<file path="src/rtl/ex_operand_stage.sv">
// ID/EX operand stage: resolves forwarded register values, selects PC/immediate
// operands, inserts load-use bubbles and registers everything for the execute ALU.
module ex_operand_stage #(
  parameter int N = 32
) (
  input  logic         clk,
  input  logic         rstn,
  input  logic         flush,
  input  logic         dec_valid,
  output logic         dec_ready,
  input  logic [4:0]   dec_rs1,
  input  logic [4:0]   dec_rs2,
  input  logic [N-1:0] dec_rs1_data,
  input  logic [N-1:0] dec_rs2_data,
  input  logic [N-1:0] dec_imm,
  input  logic [N-1:0] dec_pc,
  input  logic         dec_use_pc,
  input  logic         dec_use_imm,
  input  logic         dec_alu_s,
  input  logic [4:0]   dec_rd,
  input  logic         dec_we,
  input  logic         dec_is_load,
  input  logic         dec_is_branch,
  input  logic [4:0]   mem_rd,
  input  logic         mem_we,
  input  logic [N-1:0] mem_data,
  input  logic [4:0]   wb_rd,
  input  logic         wb_we,
  input  logic [N-1:0] wb_data,
  output logic         out_valid,
  input  logic         out_ready,
  output logic [N-1:0] alu_a,
  output logic [N-1:0] alu_b,
  output logic         alu_s,
  output logic [4:0]   ex_rd,
  output logic         ex_we,
  output logic         ex_is_load,
  output logic         ex_is_branch,
  output logic [N-1:0] ex_pc,
  output logic [N-1:0] ex_imm,
  output logic [N-1:0] ex_rs2_val,
  output logic [15:0]  bubble_cnt
);

  // x0 is hardwired zero; MEM is younger than WB so it wins.
  function automatic logic [N-1:0] fwd_val(
    input logic [4:0]   idx,
    input logic [N-1:0] rf_val,
    input logic         m_we,
    input logic [4:0]   m_rd,
    input logic [N-1:0] m_data,
    input logic         w_we,
    input logic [4:0]   w_rd,
    input logic [N-1:0] w_data
  );
    logic [N-1:0] v;
    if (idx == 5'd0) begin
      v = {N{1'b0}};
    end else if (m_we && (m_rd == idx)) begin
      v = m_data;
    end else if (w_we && (w_rd == idx)) begin
      v = w_data;
    end else begin
      v = rf_val;
    end
    return v;
  endfunction

  logic         out_valid_r;
  logic [N-1:0] alu_a_r;
  logic [N-1:0] alu_b_r;
  logic         alu_s_r;
  logic [4:0]   ex_rd_r;
  logic         ex_we_r;
  logic         ex_is_load_r;
  logic         ex_is_branch_r;
  logic [N-1:0] ex_pc_r;
  logic [N-1:0] ex_imm_r;
  logic [N-1:0] ex_rs2_val_r;
  logic [15:0]  bubble_cnt_r;

  logic [N-1:0] rs1_fwd_s;
  logic [N-1:0] rs2_fwd_s;
  logic         hazard_s;
  logic         stall_s;
  logic         dec_ready_s;

  assign rs1_fwd_s = fwd_val(dec_rs1, dec_rs1_data, mem_we, mem_rd, mem_data, wb_we, wb_rd, wb_data);
  assign rs2_fwd_s = fwd_val(dec_rs2, dec_rs2_data, mem_we, mem_rd, mem_data, wb_we, wb_rd, wb_data);

  // Hazard detection and decode-side handshake; rs2 is checked even for immediates.
  always_comb begin
    hazard_s    = 1'b0;
    stall_s     = out_valid_r && !out_ready;
    dec_ready_s = 1'b0;
    if (out_valid_r && ex_is_load_r && ex_we_r && (ex_rd_r != 5'd0) && dec_valid) begin
      hazard_s = ((ex_rd_r == dec_rs1) && !dec_use_pc) || (ex_rd_r == dec_rs2);
    end else begin
      hazard_s = 1'b0;
    end
    dec_ready_s = flush || (!hazard_s && !stall_s);
  end

  // Pipeline register: reset, flush, hold, bubble, accept, drain in that priority.
  always_ff @(posedge clk) begin
    if (!rstn) begin
      out_valid_r    <= 1'b0;
      alu_a_r        <= {N{1'b0}};
      alu_b_r        <= {N{1'b0}};
      alu_s_r        <= 1'b0;
      ex_rd_r        <= 5'd0;
      ex_we_r        <= 1'b0;
      ex_is_load_r   <= 1'b0;
      ex_is_branch_r <= 1'b0;
      ex_pc_r        <= {N{1'b0}};
      ex_imm_r       <= {N{1'b0}};
      ex_rs2_val_r   <= {N{1'b0}};
      bubble_cnt_r   <= 16'd0;
    end else if (flush) begin
      out_valid_r <= 1'b0;
    end else if (stall_s) begin
      out_valid_r <= out_valid_r;
    end else if (hazard_s) begin
      out_valid_r <= 1'b0;
      if (bubble_cnt_r != 16'hFFFF) begin
        bubble_cnt_r <= bubble_cnt_r + 16'd1;
      end
    end else if (dec_valid && dec_ready_s) begin
      out_valid_r    <= 1'b1;
      alu_a_r        <= dec_use_pc  ? dec_pc  : rs1_fwd_s;
      alu_b_r        <= dec_use_imm ? dec_imm : rs2_fwd_s;
      alu_s_r        <= dec_alu_s;
      ex_rd_r        <= dec_rd;
      ex_we_r        <= dec_we;
      ex_is_load_r   <= dec_is_load;
      ex_is_branch_r <= dec_is_branch;
      ex_pc_r        <= dec_pc;
      ex_imm_r       <= dec_imm;
      ex_rs2_val_r   <= rs2_fwd_s;
    end else begin
      out_valid_r <= 1'b0;
    end
  end

  assign dec_ready    = dec_ready_s;
  assign out_valid    = out_valid_r;
  assign alu_a        = alu_a_r;
  assign alu_b        = alu_b_r;
  assign alu_s        = alu_s_r;
  assign ex_rd        = ex_rd_r;
  assign ex_we        = ex_we_r;
  assign ex_is_load   = ex_is_load_r;
  assign ex_is_branch = ex_is_branch_r;
  assign ex_pc        = ex_pc_r;
  assign ex_imm       = ex_imm_r;
  assign ex_rs2_val   = ex_rs2_val_r;
  assign bubble_cnt   = bubble_cnt_r;

endmodule

</file>
<file path="config.mk">
export PLATFORM = sky130hd
export DESIGN_NAME = ex_operand_stage
export DESIGN_NICKNAME = d
export VERILOG_FILES = /design/src/rtl/ex_operand_stage.sv
export SDC_FILE = /design/constraint.sdc
export NUM_CORES = 1
export LEC_CHECK = 0
export CORE_MARGIN = 4
export CORE_UTILIZATION = 35
export CTS_CLUSTER_SIZE = 20
export DETAILED_ROUTE_END_ITERATION = 7
export PLACE_DENSITY = 0.77
export SYNTH_ARGS = -nofsm -noshare
export SYNTH_HDL_FRONTEND = slang
export SYNTH_SLANG_ARGS = --single-unit
</file>
<file path="constraint.sdc">
create_clock -name clk -period 3.2 [get_ports clk]
set_input_delay 0.8 -clock clk [delete_from_list [all_inputs] [get_ports clk]]
set_output_delay 0.8 -clock clk [all_outputs]
set_load 0.02 [all_outputs]
</file>
[After elaboration in Yosys (flattened, before gate mapping)]
Cells that the tools add are included.
Widths: inputs -> output; s select.
Word-level totals
  output and inout bits: 187
  flip-flop bits (word level): 186
  input bits: 230
  word-level logic and storage cells: 59
Operators by class
  multiplexer cells: 11
  $add $sub $neg: 1
  reduce and logical (&&, ||, !) cells: 24
  bitwise logic cells: 4
  equal/unequal tests: 7
Operators by type and width (count)
  $mux 32: 8
  $eq 5x5->1: 6
  $add 16x1->16 const B: 1
  $ne 16x16->1 const B: 1
  $logic_and 1x1->1: 12
  $logic_not 5->1: 2
  $reduce_and 4->1: 2
  $reduce_bool 5->1: 1
  $logic_not 1->1: 4
  $not 1->1: 4
  $mux 1: 3
  $logic_or 1x1->1: 2
  $reduce_or 2->1: 1

[Depth between registers and ports, before layout]
Gate-level depths: netlist of the first run.
  depth in word-level cells: 11
  depth in mapped cells: 9

[Worst setup path before layout of the first run]
No wires, ideal clock.
  path kind: input port to output port
  start: input port dec_rs1[0]
  end: output port dec_ready
  path buffers: 0
  data arrival time: 1944 ps
  setup slack: 456 ps
  required time: 2400 ps
  stages on the path: 5
  path through: xnor2_1 nand4_1 o32ai_4 a31oi_1 or2_2
On the way
  longest elaborated chain between the ends: 7
RTL lines
  from (decl): RTL line 11  | input logic [4:0] dec_rs1,
  $eq 5x5->1: RTL line 97  | hazard_s = ((ex_rd_r == dec_rs1) && !dec_use_pc) || (ex_rd_r == dec_rs2);
  $logic_and 1x1->1: RTL line 97
  $logic_or 1x1->1: RTL line 97
  $mux 1: RTL line 96  | if (out_valid_r && ex_is_load_r && ex_we_r && (ex_rd_r != 5'd0) && dec_valid) begin
  $logic_not 1->1: RTL line 101  | dec_ready_s = flush || (!hazard_s && !stall_s);
  $logic_and 1x1->1: RTL line 101
  $logic_or 1x1->1: RTL line 101
  to (decl): RTL line 10  | output logic dec_ready,
No other way between the ends.

[Worst setup path in the final report of the first run]
  start: input port dec_rs2[4]
  end: output port dec_ready
On the way
  longest elaborated chain between the ends: 6
RTL lines
  from (decl): RTL line 12  | input logic [4:0] dec_rs2,
  $eq 5x5->1: RTL line 97
  $logic_or 1x1->1: RTL line 97
  $mux 1: RTL line 96
  $logic_not 1->1: RTL line 101
  $logic_and 1x1->1: RTL line 101
  $logic_or 1x1->1: RTL line 101
No other way between the ends.

==> flow_summary.yaml, run 1 <==
timing:
  drv_slew: 0
  fmax_mhz: 325
  whs_ns: 0.454
  tightest_slew_ns: 0.666
  timing.final.crit_period_ns: 3.08
  finalHoldViolCount: 0
  fin_crit_sh_pct: 96.2
  relSlewSlack_pct: 55.6
  rsz0062_at_grt: "false"
  setup_viol: 0
  setup_ws_ns: 0.122
  skew_ns: 0.0207
finish:
  area_growth_pct: 59.2
  fin_cells: 1900
  layout.nets: 1784
  layout-drive-gt1-share_pct: 9.32
  fillers: 2270
  final_cell_area_mm2: 0.0145
synth:
  syn_area_mm2: 0.00913
  post-synth-top-count-cell: "nand2_1"
  yosysWarningCount: 0
  async_flop_share_pct: 0
  seq_area_frac_synth_pct: 40.8
  synth_top_area_share_pct: 40.8
  synthCells: 1168
  synth_area_leader_cell: "dfxtp_1"
  yosys-top-cells-area: "dfxtp_1 41%, nand2_1 9.2%, o21ai_0 5.7%, a21oi_1 4.7%, mux2_2 3.9%"
  synthTopCellsByCount: "223 x nand2_1, 186 x dfxtp_1, 104 x o21ai_0"
  synth_nets: 1399
  synth-seq-cells: 186
  synth_ff_type: "dfxtp_1"
  syn_avg_cell_area_um2: 7.82
  ys_types: 42
  synth-edff-count: 0
setup_path:
  worstSetupPathType: "primary input to primary output"
  critPathCaptureType: "primary output"
  start_kind: "primary input"
  r2r_cells: 8
  cp_data_arrival_time_ns: 2.28
  critical_path.max_fanout: 2
  worstPathRequired_ns: 2.40
cts:
  ctsHtreeMaxLevel: 4
  cts_inserted_buffers: 17
  clock_sinks: 186
  path_clk_slew_ns: 0.07
  cts_tree: "done"
  clockBufferDepth: 2
  root_buffer: "clkbuf_16"
  clock_latency_ns: 0.45
power_and_ir_drop:
  powerDensity_mw_per_mm2: 427
  leakage_nw: 5.15
  vdd_drop_max_mv: 0.324
  total_power_mw: 6.20
global_routing:
  antenna_found_initial: 4
  gr-usage-all-layers_pct: 26.7
  grt_overflow_total: 0
  grt_pass1_wl_um: 59900
  grt_pass1_vias: 10156
  grt_max_degree: 67
placed_design:
  gp_congestion: 0.885
  dp_slack_ns: -0.430
  hpwl_um: 30300
  numPortBuffers: 416
  dp.cells: 1863
  dpl_cell_area_mm2: 0.0139
routing:
  routed_wl_um: 40100
  drt-initial-drc-count: 998
  avgRoutedWirePerCell_um: 21.1
  dr.pass1.iters: 7
  vias: 10398
  antenna_left: 0
  routed_via_density: 5.47
  remaining_drc_errors: 0
flow_run:
  maxCapViolations: 0
die:
  ios: 417
  die-area_mm2: 0.0287
  start_util_pct: 36.0
  num_rows: 58
  die_h_um: 170
  die_w_um: 170
  core_mm2: 0.0254
min_path:
  hold_path_class: "register to register"
  holdPathStages: 2
status:
  status: "finished, final reports clean"
==> power by group <==
part | total (mW) | internal (mW) | leakage, nW | switching [mW]
logic | 1.42 | 0.699 | 3.33 | 0.718
registers | 2.50 | 2.43 | 1.52 | 0.0671
clock network | 2.28 | 1.09 | 0.299 | 1.19
==> critical path, cell delays in order <==
cell and delay (ns):
clkdlybuf4s50_1 0.50, xnor2_1 0.12, nand3_1 0.15, o32ai_4 0.16, a31oi_1 0.11, or2_2 0.28, buf_4 0.16
==> layer usage <==
| layer | global-route usage (%) | wire (µm) |
|---|---|---|
| met4 | 10.9 | 1570 |
| met1 | 34.0 | 16400 |
| met3 | 6.92 | 3230 |
| met2 | 43.1 | 18900 |
| met5 | 0 | 0 |
==> layout make-up <==
| cell class | count | area, µm² | share of cell area [%] |
|---|---|---|---|
| Tap cell | 330 | 413 | 2.84 |
| Antenna cell | 4 | 10.0 | 0.0689 |
| Timing Repair Buffer | 479 | 4800 | 33.0 |
| Multi-Input combinational cell | 867 | 4950 | 34.1 |
| Clock buffer | 17 | 425 | 2.93 |
| Inverter | 2 | 10.0 | 0.0689 |
| Clock inverter | 15 | 200 | 1.38 |
| Sequential cell | 186 | 3720 | 25.6 |
==> repair_timing <==
item	in CTS	in global routing
pin swaps	3	3
hold buffers	0	0
endpoints found under the setup margin	1	1
gates resized for setup	6	3
setup buffers	1	0
==> path summary, 6_finish.rpt <==
check / start / endpoint / slack, ns
setup / recovery: dec_rs2[4] / dec_ready / 0.12
hold / removal: ex_rs2_val[6] / ex_rs2_val[6] / 0.45
setup reg to reg: ex_rd[3] / bubble_cnt[5] / 0.71
hold reg to reg: ex_rs2_val[6] / ex_rs2_val[6] / 0.45
==> cells in the final DEF (no fill, tap or decap), types with 2 or more instances in the layout <==
cell and count:
clkdlybuf4s50_1 410, nand2_1 223, dfxtp_1 186, o21ai_0 104, a21oi_1 84, nand3_1 70, nor2_1 70, buf_4 51
nor3_1 35, o21a_1 33, a31oi_1 33, nand4b_1 32, a221oi_1 32, mux2_2 32, a311oi_1 32, xnor2_1 30
clkbuf_16 17, buf_12 13, nand4_1 8, or3_1 8, or4_1 5, clkinv_8 5, diode_2 4, xor2_1 4
nor2_2 4, inv_8 4, and3_1 3, or2_2 3, o31ai_1 3, inv_12 3, dlymetal6s2s_1 3, nor2b_1 2
a21oi_4 2, and2_1 2, inv_6 2
==> through the flow <==
stage,setup TNS (ns),utilization [%]
CTS,0,57.2
floorplan,0,-
global placement,-0.424,54.7
global route,0,57.2
finish,0,57.2
detailed placement,-0.432,54.7
==> logic make-up (layout without fill, tap and decap cells) <==
group           count (synthesis)  after routing  share of synthesized area, %
buf+inv                       115            513                          5.51
mux                            33             33                          4.06
compound gates                326            326                          22.4
other cells                     0              4                             0
flops                         186            186                          40.8
xor+xnor                       35             35                          3.36
simple gates                  472            472                          23.8
fa+ha+maj                       1              1                         0.137
==> state kept, by name, indices dropped and copies added (netlist names) <==
name	cells
alu_a	32
alu_b	32
alu_s	1
bubble_cnt	16
ex_imm	32
ex_is_branch	1
ex_is_load	1
ex_pc	32
ex_rd	5
ex_rs2_val	32
ex_we	1
out_valid	1
Power figures use the tool's default switching activity.
==> run 2, diff against run 1 <==
- CORE_MARGIN: 4 -> 10
==> run 2 against run 1 <==
Against the previous run:
- clock skew decreased by 0.0022 ns
- non-clock buffer count increased by 9
- sequential power about the same
- clock power about the same
- largest cell class unchanged
- highest routed layer is now met5
==> flow_summary.yaml, run 2 (synthesis results as in run 1) <==
die:
  ios: 417
  die_h_um: 182
  die_w_um: 182
  num_rows: 59
  start_util_pct: 35.3
  die-area_mm2: 0.0330
  core_mm2: 0.0258
setup_path:
  r2r_cells: 6
  slowest_delay_ns: 0.32
  start_kind: "primary input"
  worstPathRequired_ns: 2.40
  worstSetupPathType: "primary input to primary output"
  crit_chain: "dlygate4sd2_1 > xnor2_1 > nand4_1 > o32ai_4 > a31oi_1 > or2_2 > buf_4"
  cp_slowest_cell: "o32ai_4"
  cp_data_arrival_time_ns: 2.25
  critical_path.max_fanout: 2
  critPathCaptureType: "primary output"
cts:
  path_clk_slew_ns: 0.08
  clockBufferDepth: 2
  cts_inserted_buffers: 17
  cts_setup_buffers: 0
  cts_tree: "done"
  ctsHtreeMaxLevel: 4
  cts-hold-fix-buffers: 0
  clock_latency_ns: 0.44
  clock_sinks: 186
  cts_resized: 9
  root_buffer: "clkbuf_16"
finish:
  final_cell_mix: "409 x clkdlybuf4s50_1, 223 x nand2_1, 186 x dfxtp_1"
  layout.nets: 1793
  area_growth_pct: 59.4
  layout-drive-gt1-share_pct: 9.90
  layout_commonest_cell: "clkdlybuf4s50_1"
global_routing:
  grt_pass1_vias: 10271
  grt_max_degree: 85
  gr-usage-all-layers_pct: 24.1
  grt_pass1_wl_um: 62900
  grt_overflow_total: 0
  antenna_found_initial: 2
timing:
  timing.final.crit_period_ns: 3.05
  fin_crit_sh_pct: 95.2
  rsz0062_at_grt: "false"
  drv_slew: 0
  relSlewSlack_pct: 38.0
  fmax_mhz: 328
  finalHoldViolCount: 0
  setup_viol: 0
  skew_ns: 0.0185
  whs_ns: 0.455
  tightest_slew_ns: 0.928
  setup_tns_ns: 0
  setup_ws_ns: 0.153
placed_design:
  hpwl_um: 32400
  dp_slack_ns: -0.445
  gp_congestion: 0.899
  numPortBuffers: 416
power_and_ir_drop:
  powerDensity_mw_per_mm2: 426
  vdd_drop_max_mv: 0.351
  leakage_nw: 5.15
min_path:
  holdPathStages: 2
  hold_path_class: "register to register"
flow_run:
  maxCapViolations: 0
routing:
  routed_via_density: 5.46
  remaining_drc_errors: 0
  drt-initial-drc-count: 996
  avgRoutedWirePerCell_um: 21.9
  vias: 10435
  dr.pass1.iters: 6
  antenna_left: 0
  routed_wl_um: 41900
status:
  status: "finished, final reports clean"
## run 2: power by group
part	switching (mW)	total (mW)	internal [mW]
Combinational	0.724	1.42	0.700
Sequential	0.0664	2.50	2.43
Clock	1.12	2.28	1.15
Total	1.91	6.20	4.29
## run 2: worst paths after layout
path                    from        end  slack [ns]
setup / recovery  dec_rs1[0]  dec_ready        0.15
hold / removal     ex_pc[23]  ex_pc[23]        0.46
setup reg to reg    ex_rd[0]  alu_a[11]        0.86
hold reg to reg    ex_pc[23]  ex_pc[23]        0.46
## run 2: stage by stage
| step | cell area, µm² | std cells | power (mW) | util [%] |
|---|---|---|---|---|
| after detailed placement | 13900 | 1878 | 3.98 | 54.0 |
| final | 14600 | 1912 | 6.20 | 56.3 |
| after global placement | 13900 | 1878 | 3.96 | 54.0 |
| after CTS | 14600 | 1910 | 6.23 | 56.3 |
| after floorplan | 9130 | 1168 | 3.15 | - |
| after global routing | 14600 | 1911 | 6.43 | 56.3 |
## run 2: worst max-delay path: cells and delay by family
kind                   cells  cell delay, ns
AO/OA/AOI/OAI              2            0.42
XOR/XNOR                   1            0.16
buffers and inverters      2            0.42
AND/OR/NAND/NOR            2            0.45
## run 2: cell type report
type                    instances  area [µm²]
multi-input cells             867        4960
inverters                       2        10.0
diodes                          2        5.00
well taps                     335         419
flip-flops and latches        186        3720
repair buffers                488        4820
clock inverters                14         176
fillers                      2379       11300
clock buffers                  18         439
## run 2: metal layers
metal / global-route usage [%] / up-vias / part of all wire [%]
li1: - / 4968 / -
met5: 0 / - / 0.031
met3: 6.32 / 63 / 8.0
met2: 40.0 / 446 / 48
met4: 8.72 / 2 / 3.3
met1: 29.4 / 4956 / 41
==> run 3, diff against run 2 <==
- CAP_MARGIN: unset -> 20
- clock period: 3.2 -> 3.8 ns (I/O delays scaled with it)
==> run 3 against run 2 <==
Against the previous run:
- wire length up 0.50%
- combinational power down 18%
- final cell count down 1.0%
- total power down 18%
- clock-buffer cell count unchanged
- non-clock buffer count down 27
- critical endpoint unchanged
- largest cell class unchanged
==> flow_summary.yaml, run 3 (synthesis results as in run 1) <==
status:
  status: "finished, final reports clean"
cts:
  ctsHtreeMaxLevel: 4
  cts_inserted_buffers: 17
  root_buffer: "clkbuf_16"
  clock_sinks: 186
  cts_tree: "done"
  cts-hold-fix-buffers: 0
  clock_latency_ns: 0.43
  path_clk_slew_ns: 0.07
  clockBufferDepth: 2
setup_path:
  critPathCaptureType: "primary output"
  critical_path.max_fanout: 2
  start_kind: "primary input"
  cp_data_arrival_time_ns: 2.77
  worstSetupPathType: "primary input to primary output"
  worstPathRequired_ns: 2.85
timing:
  relSlewSlack_pct: 43.0
  tightest_slew_ns: 0.853
  setup_viol: 0
  whs_ns: 0.454
  drv_slew: 0
  timing.final.crit_period_ns: 3.72
  rsz0062_at_grt: "false"
  skew_ns: 0.0126
  fin_crit_sh_pct: 97.9
  finalHoldViolCount: 0
  fmax_mhz: 269
finish:
  final_util_pct: 55.4
  layout.nets: 1766
  fillers: 2357
  fin_cells: 1892
  layout_commonest_cell: "clkdlybuf4s50_1"
  area_growth_pct: 56.6
  final_cell_mix: "413 x clkdlybuf4s50_1, 223 x nand2_1, 186 x dfxtp_1"
  layout-drive-gt1-share_pct: 8.27
die:
  die_w_um: 182
  start_util_pct: 35.3
  die_h_um: 182
  ios: 417
  core_mm2: 0.0258
  num_rows: 59
  die-area_mm2: 0.0330
power_and_ir_drop:
  intPower_mw: 3.51
  vdd_drop_max_mv: 0.273
  total_power_mw: 5.09
  p_comb_share_pct: 22.9
  p_clk_share_pct: 35.7
  leakage_nw: 5.00
  p_sw_mw: 1.58
  powerDensity_mw_per_mm2: 356
  pwr-share-seq_pct: 41.4
  p_sw_share_pct: 31.0
flow_run:
  maxCapViolations: 0
routing:
  drt-initial-drc-count: 939
  routed_via_density: 5.44
  remaining_drc_errors: 0
  antenna_left: 0
  vias: 10293
  routed_wl_um: 42100
  avgRoutedWirePerCell_um: 22.2
  dr.pass1.iters: 5
global_routing:
  grt_pass1_wl_um: 62800
  grt_max_degree: 134
  grt_pass1_vias: 10270
  gr-usage-all-layers_pct: 24.2
  grt_overflow_total: 0
  antenna_found_initial: 9
placed_design:
  gp_congestion: 0.874
  hpwl_um: 32600
  numPortBuffers: 416
  dp.cells: 1850
min_path:
  hold_path_class: "register to register"
[run 3: final timing paths]
check / cells past startpoint / startpoint / endpoint / slack (ns)
setup / recovery: 7 / dec_rs1[1] / dec_ready / 0.08
hold / removal: 2 / ex_imm[2] / ex_imm[2] / 0.45
setup reg to reg: 6 / ex_rd[0] / alu_a[14] / 1.28
hold reg to reg: 2 / ex_imm[2] / ex_imm[2] / 0.45
[run 3: worst max-delay path, stage by stage]
cell and delay [ns]:
clkdlybuf4s50_1 0.51, xnor2_1 0.13, nand4_1 0.19, o32ai_4 0.32
a31oi_1 0.10, or2_2 0.27, clkdlybuf4s15_1 0.29
[run 3: power groups by stage]
stage	Combinational, mW	Clock, mW	Sequential, mW
after global routing	1.24	1.92	2.12
after floorplan	0.385	0	2.27
after detailed placement	1.16	0	2.15
after global placement	1.15	0	2.15
after CTS	1.17	1.86	2.11
final	1.17	1.82	2.11
[run 3: layout make-up]
class                      instances  area (µm²)  share of cell area (%)
antenna                            9        22.5                   0.157
clock buffer                      18         439                    3.07
clock inverter                    14         150                    1.05
inverter                           2        10.0                  0.0700
multi-input combinational        867        4960                    34.7
sequential                       186        3720                    26.0
tap                              335         419                    2.93
timing repair buffer             461        4580                    32.0
[run 3: repair_timing]
action	CTS	global route
buffers inserted	0	1
pin swaps	0	2
gates resized for setup	1	1
endpoints found under the setup margin	1	1
[run 3: through the flow]
| stage | TNS (ns) | setup slack, ns | area (µm²) |
|---|---|---|---|
| 4_1_cts | 0 | 0.0789 | 14300 |
| 2_1_floorplan | 0 | 0.756 | 9130 |
| 3_3_place_gp | -0.120 | -0.120 | 13700 |
| 3_5_place_dp | -0.127 | -0.127 | 13700 |
| 6_report | 0 | 0.0812 | 14300 |
| 5_1_grt | 0 | 0.00605 | 14300 |
[run 3: metal layers]
metal | share of wire, % | up-vias | global-route usage, %
met2 | 48 | 470 | 40.1
met5 | 0.031 | - | 0
met4 | 3.0 | 2 | 9.40
met1 | 40 | 4838 | 29.1
li1 | - | 4917 | -
met3 | 8.9 | 66 | 6.96
